`src/rtl/filtros_pkg.sv`:
```
`default_nettype none
// +--------------------------------------------------------------------------+
// | Module   : filtros_pkg                                                    |
// | Purpose  : Shared definitions for the filter datapath: extremum mode     |
// |            encodings and a constant-evaluable ceil(log2) helper.         |
// | Ports    : none (package)                                                |
// | Revision : 1.0 - initial release                                         |
// +--------------------------------------------------------------------------+
package filtros_pkg;

   localparam logic MODO_MAX = 1'b0;
   localparam logic MODO_MIN = 1'b1;

   // ceil(log2(valor)); returns 0 for valor <= 1. Usable in parameter context.
   function automatic int clog2(input int valor);
      int r;
      r = 0;
      for (int i = 0; i < 31; i++) begin
         if ((1 << i) < valor) begin
            r = i + 1;
         end
      end
      return r;
   endfunction

endpackage
`default_nettype wire

```
`src/rtl/comparador_extremo.sv`:
```
`default_nettype none
// +--------------------------------------------------------------------------+
// | Module   : comparador_extremo                                            |
// | Purpose  : Combinational two-input extremum select. One operand is      |
// |            always the newer sample; on equal values the newer operand   |
// |            wins, so ties resolve deterministically.                     |
// | Ports    : modo_i        0 = max, 1 = min                                |
// |            nuevo_i       value of the newer operand                      |
// |            viejo_i       value of the older operand                      |
// |            idx_nuevo_i   index of the newer operand (FILTRO_INDICE_EN)   |
// |            idx_viejo_i   index of the older operand (FILTRO_INDICE_EN)   |
// |            valor_o       selected value                                  |
// |            idx_o         index of selected value (FILTRO_INDICE_EN)      |
// | Config   : FILTRO_INDICE_EN adds the index ports and the index mux.      |
// | Revision : 1.0 - initial release                                         |
// +--------------------------------------------------------------------------+
module comparador_extremo
   import filtros_pkg::*;
#(
   parameter int BITS_NUMERO = 8,
   parameter bit CON_SIGNO   = 1'b0
`ifdef FILTRO_INDICE_EN
   ,
   parameter int BITS_INDICE = 3
`endif
) (
   input  logic                   modo_i,
   input  logic [BITS_NUMERO-1:0] nuevo_i,
   input  logic [BITS_NUMERO-1:0] viejo_i,
`ifdef FILTRO_INDICE_EN
   input  logic [BITS_INDICE-1:0] idx_nuevo_i,
   input  logic [BITS_INDICE-1:0] idx_viejo_i,
   output logic [BITS_INDICE-1:0] idx_o,
`endif
   output logic [BITS_NUMERO-1:0] valor_o
);

   logic w_viejo_mayor;
   logic w_viejo_menor;
   logic w_elegir_viejo;

   // Strict comparisons: the older operand is chosen only when it is
   // strictly better, which is what makes ties go to the newer sample.
   generate
      if (CON_SIGNO) begin : g_con_signo
         assign w_viejo_mayor = $signed(viejo_i) > $signed(nuevo_i);
         assign w_viejo_menor = $signed(viejo_i) < $signed(nuevo_i);
      end else begin : g_sin_signo
         assign w_viejo_mayor = viejo_i > nuevo_i;
         assign w_viejo_menor = viejo_i < nuevo_i;
      end
   endgenerate

   assign w_elegir_viejo = (modo_i == MODO_MIN) ? w_viejo_menor : w_viejo_mayor;
   assign valor_o        = w_elegir_viejo ? viejo_i : nuevo_i;

`ifdef FILTRO_INDICE_EN
   assign idx_o = w_elegir_viejo ? idx_viejo_i : idx_nuevo_i;
`endif

endmodule
`default_nettype wire

```
`src/rtl/filtro_extremo_ventana.sv`:
```
`default_nettype none
// +--------------------------------------------------------------------------+
// | Module   : filtro_extremo_ventana                                        |
// | Purpose  : Streaming sliding-window extremum (max/min) filter over the   |
// |            last VENTANA accepted samples, valid/ready on both sides,    |
// |            synchronous window flush, 1-cycle accept-to-result latency.  |
// | Ports    : clk, rst_n (sync, active low)                                 |
// |            entrada/entrada_valida/entrada_lista  input stream            |
// |            modo     0 = max, 1 = min, taken with each accepted sample    |
// |            limpiar  one-cycle window flush, wins over accept             |
// |            salida/salida_valida/salida_lista     result stream           |
// |            indice   position of extremum, 0 = newest (FILTRO_INDICE_EN)  |
// | Params   : BITS_NUMERO sample width, VENTANA depth (2..64),             |
// |            CON_SIGNO 0 = unsigned, 1 = two's-complement compare         |
// | Config   : FILTRO_INDICE_EN enables the indice output and index logic.   |
// | Revision : 1.0 - initial release                                         |
// +--------------------------------------------------------------------------+
module filtro_extremo_ventana
   import filtros_pkg::*;
#(
   parameter int BITS_NUMERO = 8,
   parameter int VENTANA     = 5,
   parameter bit CON_SIGNO   = 1'b0,
   localparam int BITS_INDICE = clog2(VENTANA)
) (
   input  logic                   clk,
   input  logic                   rst_n,
   input  logic [BITS_NUMERO-1:0] entrada,
   input  logic                   entrada_valida,
   output logic                   entrada_lista,
   input  logic                   modo,
   input  logic                   limpiar,
   output logic [BITS_NUMERO-1:0] salida,
   output logic                   salida_valida,
   input  logic                   salida_lista
`ifdef FILTRO_INDICE_EN
   ,
   output logic [BITS_INDICE-1:0] indice
`endif
);

   localparam int                 BITS_CUENTA = clog2(VENTANA + 1);
   localparam logic [BITS_CUENTA-1:0] CUENTA_LLENA = BITS_CUENTA'(VENTANA);

   // Only VENTANA-1 samples are stored: the slot that would be oldest is
   // exactly the one dropped on the next accept, and the result is always
   // computed over the window including the incoming sample.
   logic [BITS_NUMERO-1:0] ventana_q [VENTANA-1];
   logic [BITS_NUMERO-1:0] ventana_d [VENTANA];
   logic [BITS_CUENTA-1:0] cuenta_q;
   logic [BITS_CUENTA-1:0] cuenta_d;
   logic [BITS_NUMERO-1:0] salida_q;
   logic                   salida_valida_q;
   logic                   w_acepta;

   // w_acc[k] = extremum over slots k..VENTANA-1 of the shifted window
   logic [BITS_NUMERO-1:0] w_acc [VENTANA];
`ifdef FILTRO_INDICE_EN
   logic [BITS_INDICE-1:0] w_idx [VENTANA];
   logic [BITS_INDICE-1:0] indice_q;
`endif

   assign entrada_lista = !limpiar && (!salida_valida_q || salida_lista);
   assign w_acepta      = entrada_valida && entrada_lista;

   always_comb begin
      ventana_d[0] = entrada;
      for (int i = 1; i < VENTANA; i++) begin
         ventana_d[i] = ventana_q[i-1];
      end
   end

   assign cuenta_d = (cuenta_q == CUENTA_LLENA) ? cuenta_q : cuenta_q + 1'b1;

   // Reduction of VENTANA-1 comparator nodes running from the oldest slot
   // towards the newest; each node's "nuevo" operand is a strictly newer
   // slot than anything folded into its "viejo" operand.
   assign w_acc[VENTANA-1] = ventana_d[VENTANA-1];
`ifdef FILTRO_INDICE_EN
   assign w_idx[VENTANA-1] = BITS_INDICE'(VENTANA - 1);
`endif

   generate
      for (genvar k = 0; k < VENTANA - 1; k++) begin : g_nodo
         comparador_extremo #(
            .BITS_NUMERO (BITS_NUMERO),
            .CON_SIGNO   (CON_SIGNO)
`ifdef FILTRO_INDICE_EN
            ,
            .BITS_INDICE (BITS_INDICE)
`endif
         ) u_comparador (
            .modo_i      (modo),
            .nuevo_i     (ventana_d[k]),
            .viejo_i     (w_acc[k+1]),
`ifdef FILTRO_INDICE_EN
            .idx_nuevo_i (BITS_INDICE'(k)),
            .idx_viejo_i (w_idx[k+1]),
            .idx_o       (w_idx[k]),
`endif
            .valor_o     (w_acc[k])
         );
      end
   endgenerate

   always_ff @(posedge clk) begin
      if (!rst_n) begin
         for (int i = 0; i < VENTANA - 1; i++) begin
            ventana_q[i] <= '0;
         end
         cuenta_q        <= '0;
         salida_q        <= '0;
         salida_valida_q <= 1'b0;
`ifdef FILTRO_INDICE_EN
         indice_q        <= '0;
`endif
      end else if (limpiar) begin
         // Stale window contents stay in place; the zeroed counter masks them.
         cuenta_q        <= '0;
         salida_valida_q <= 1'b0;
      end else begin
         if (w_acepta) begin
            for (int i = 0; i < VENTANA - 1; i++) begin
               ventana_q[i] <= ventana_d[i];
            end
            cuenta_q <= cuenta_d;
         end
         if (w_acepta && (cuenta_d == CUENTA_LLENA)) begin
            salida_q        <= w_acc[0];
            salida_valida_q <= 1'b1;
`ifdef FILTRO_INDICE_EN
            indice_q        <= w_idx[0];
`endif
         end else if (salida_lista) begin
            salida_valida_q <= 1'b0;
         end
      end
   end

   assign salida        = salida_q;
   assign salida_valida = salida_valida_q;
`ifdef FILTRO_INDICE_EN
   assign indice        = indice_q;
`endif

endmodule
`default_nettype wire

```
`config.mk`:
```
export PLATFORM = sky130hd
export DESIGN_NAME = filtro_extremo_ventana
export DESIGN_NICKNAME = d
export VERILOG_FILES = /design/src/rtl/filtros_pkg.sv /design/src/rtl/comparador_extremo.sv /design/src/rtl/filtro_extremo_ventana.sv
export SDC_FILE = /design/constraint.sdc
export NUM_CORES = 1
export LEC_CHECK = 0
export ABC_AREA = 1
export ABC_CLOCK_PERIOD_IN_PS = 6650
export CORE_ASPECT_RATIO = 1.5
export CORE_UTILIZATION = 51
export DETAILED_ROUTE_END_ITERATION = 16
export GPL_ROUTABILITY_DRIVEN = 0
export PLACE_DENSITY = 0.81
export SLEW_MARGIN = 40
export SYNTH_ARGS = -nofsm -noshare
export SYNTH_HDL_FRONTEND = slang
export SYNTH_HIERARCHICAL = 1
export SYNTH_SLANG_ARGS = --single-unit
```
`constraint.sdc`:
```
create_clock -name clk -period 6.65 [get_ports clk]
set_input_delay 1.33 -clock clk [delete_from_list [all_inputs] [get_ports clk]]
set_output_delay 1.33 -clock clk [all_outputs]
set_load 0.02 [all_outputs]
```
==> impl_metrics.json <==
{
  "grt_util_all_layers_pct": 20.6,
  "timing.critical_path.from_type": "input port",
  "die_width_um": 68.1,
  "cts_tree": "built",
  "drt_first_iter_violations": 116,
  "report.power.total_w": 0.000774,
  "worst_hold_startpoint": "salida[5]",
  "place.port_buffers": 23,
  "ys_warn_count": 6,
  "drt-wirelength-per-cell_um": 11.3,
  "worst-slew-pin-transition_ps": 648,
  "total_vias_in_the_final_route": 2686,
  "placed_wire_length_estimate_after_detailed_placement_um": 4960,
  "worstSetupStartpoint": "modo",
  "power.density_cell_area_nw_per_um2": 209,
  "fillers": 550,
  "fin_worst_hold_slack_ps": 490,
  "cts_setup_buffers": 0,
  "h_tree_lvl_count": 2,
  "power.static_leakage_nw": 1.89,
  "routed_via_density": 4.96,
  "grt_max_degree": 33,
  "synthSimpleGateAreaFrac_pct": 36.4,
  "area_growth_syn_to_layout_pct": 10.7,
  "grt_remaining_overflow": 0,
  "io_pins": 24,
  "path_max_fanout": 9,
  "number_of_max_cap_violations": 0,
  "netlist_area_sq_um": 3340,
  "cp.required_ps": 6880,
  "firstDrtPassIters": 5,
  "number_of_gates_given_a_new_drive_strength_after_cts": 0,
  "fin_area_sq_um": 3700,
  "rsz_0062_raised_after_global_routing": "false",
  "cpMaxStageDelayCell": "clkdlybuf4s50_1",
  "timing.max_slew.rel_slack_pct": 56.8,
  "cts_made_buffers": 5,
  "clock_skew_ps": 1.74,
  "slew_violations": 0,
  "run_status": "finished, final reports clean",
  "drt-total-wl_um": 6130,
  "most_used_cell_along_the_critical_path": "nand2_1",
  "timing.critical_path.to_type": "register",
  "start_util_pct": 53.7,
  "height_of_the_die_um": 101,
  "utilization_pct": 59.5,
  "worst_skew_pair.late_latency_ps": 290,
  "finalNetCount": 516,
  "numClockSinks": 44,
  "synthesis.area_per_instance_sq_um": 7.56,
  "fraction_of_synthesized_cell_area_in_xor_and_xnor_cells_pct": 0.262,
  "layout_min_cycle_time_ps": 5880,
  "cts_hold_repair.buffers": 0,
  "post_synth_mux_area_share_pct": 0,
  "antenna-diode-count": 0,
  "synth_fa_ha_area_share_pct": 12.7,
  "route.antenna.remaining_nets": 0,
  "combinational_family_with_the_most_area_after_synthesis": "simple AND/OR/NAND/NOR gates",
  "compound_gate_portion_of_the_synthesized_area_pct": 2.85,
  "detailed_place.area_sq_um": 3620,
  "post-route-period-util_pct": 88.4,
  "setup_violations": 0,
  "post_route_cells_drive_above_1_share_pct": 11.3,
  "drc_errors": 0,
  "crit_path_max_incr_delay_ps": 650,
  "yosysUniqueCellTypes": 20,
  "worstPathArrival_ps": 6110,
  "yosys_register_bits": 44,
  "critical_path.reg2reg.startpoint": "ventana_q[2][7]",
  "hold_class": "register to register",
  "hold_violations": 0,
  "floorplan.rows": 35,
  "cts.clk_slew.worst_paths_ps": 70,
  "synthCells": 442,
  "first_global_vias": 2698,
  "part_of_the_yosys_area_used_for_sequential_elements_pct": 36.0,
  "synth.net_count": 490,
  "criticalPathCategory": "input port to register",
  "grt_antenna_before_repair": 0,
  "clock_tree.buffer_depth": 2,
  "core_sq_um": 6220,
  "clock.fmax_mhz": 170,
  "die_area_sq_um": 6880,
  "max-vdd-ir-drop_mv": 0.135,
  "wire_length_of_the_first_global_routing_pass_um": 10800,
  "root_buffer_master": "clkbuf_8",
  "fin_setup_tns_ps": 0
}
synthesized netlist by cell type:
master	n	area share, %
inv_1	90	10
a21o_1	4	0.90
nand2_1	118	13
nor2_1	52	5.8
nand3_2	2	0.60
xor2_1	1	0.26
nor2_2	11	2.1
nand2_2	14	2.6
nand3_1	32	4.8
nor2_4	6	2.0
nand2_4	8	2.7
buf_6	4	1.3
ha_1	34	13
dfxtp_1	12	7.2
buf_2	1	0.15
nand4_1	2	0.37
a21oi_1	13	1.9
edfxtp_1	32	29
inv_2	2	0.22
nand3_4	4	2.1
state kept, by name, summed over array words and instances, names as in the netlist, named ones only:
register	cells
ventana_q	32
salida_valida	1
salida	8
cuenta_q	1
worst max-delay path, delay by kind of cell:
kind,cells,cell delay [ps]
buffers and inverters,2,690
adder cells (fa/ha/maj),3,850
AND/OR/NAND/NOR,26,2380
AO/OA/AOI/OAI,4,880
routing by layer:
metal,wire length [um],track usage (%)
met5,0,0
met4,220,14.3
met3,187,3.51
met2,3300,38.2
met1,2420,19.4
final timing paths:
check	slack (ps)	endpoint	cells after the start
worst max-delay path	770	salida[6]	35
worst min register to register	490	salida[5]	2
worst max register to register	1550	salida[6]	38
worst min-delay path	490	salida[5]	2
where the power goes:
group          switching, W  internal (W)
Combinational      0.000192      0.000112
Clock             0.0000823     0.0000693
Sequential        0.0000106      0.000307
Total              0.000285      0.000489
cell families after synthesis:
kind of cell / after synthesis
AO/OA/AOI/OAI: 17
XOR/XNOR: 1
adder cells (fa/ha/maj): 34
buffers and inverters: 97
flip-flops: 44
AND/OR/NAND/NOR: 249
area by class of cell:
cell class / instances / area (sq um) / share of cell area, %
clock buffers: 5 / 68.8 / 1.86
well taps: 74 / 92.6 / 2.50
repair buffers: 24 / 238 / 6.43
flip-flops and latches: 44 / 1200 / 32.5
multi-input cells: 301 / 1740 / 47.2
clock inverters: 2 / 7.51 / 0.203
inverters: 92 / 345 / 9.34
layout by cell type, fill, tap and decap left out:
cell / count
nand2_2: 14
nor2_4: 6
nand2_1: 118
clkinv_1: 2
nand3_4: 4
nor2_2: 11
dfxtp_1: 12
nand4_1: 2
ha_1: 34
buf_4: 1
clkdlybuf4s50_1: 23
nand3_2: 2
a21o_1: 4
inv_1: 90
xor2_1: 1
inv_2: 2
clkbuf_8: 5
a21oi_1: 13
edfxtp_1: 32
nor2_1: 52
nand3_1: 32
nand2_4: 8
per-stage QoR:
stage | setup WS [ps] | instances
after floorplan | 1600 | 442
after global placement | 634 | 535
after detailed placement | 457 | 535
after CTS | 759 | 542
after global routing | 291 | 542
final | 771 | 542
Power figures use the tool's default switching activity.
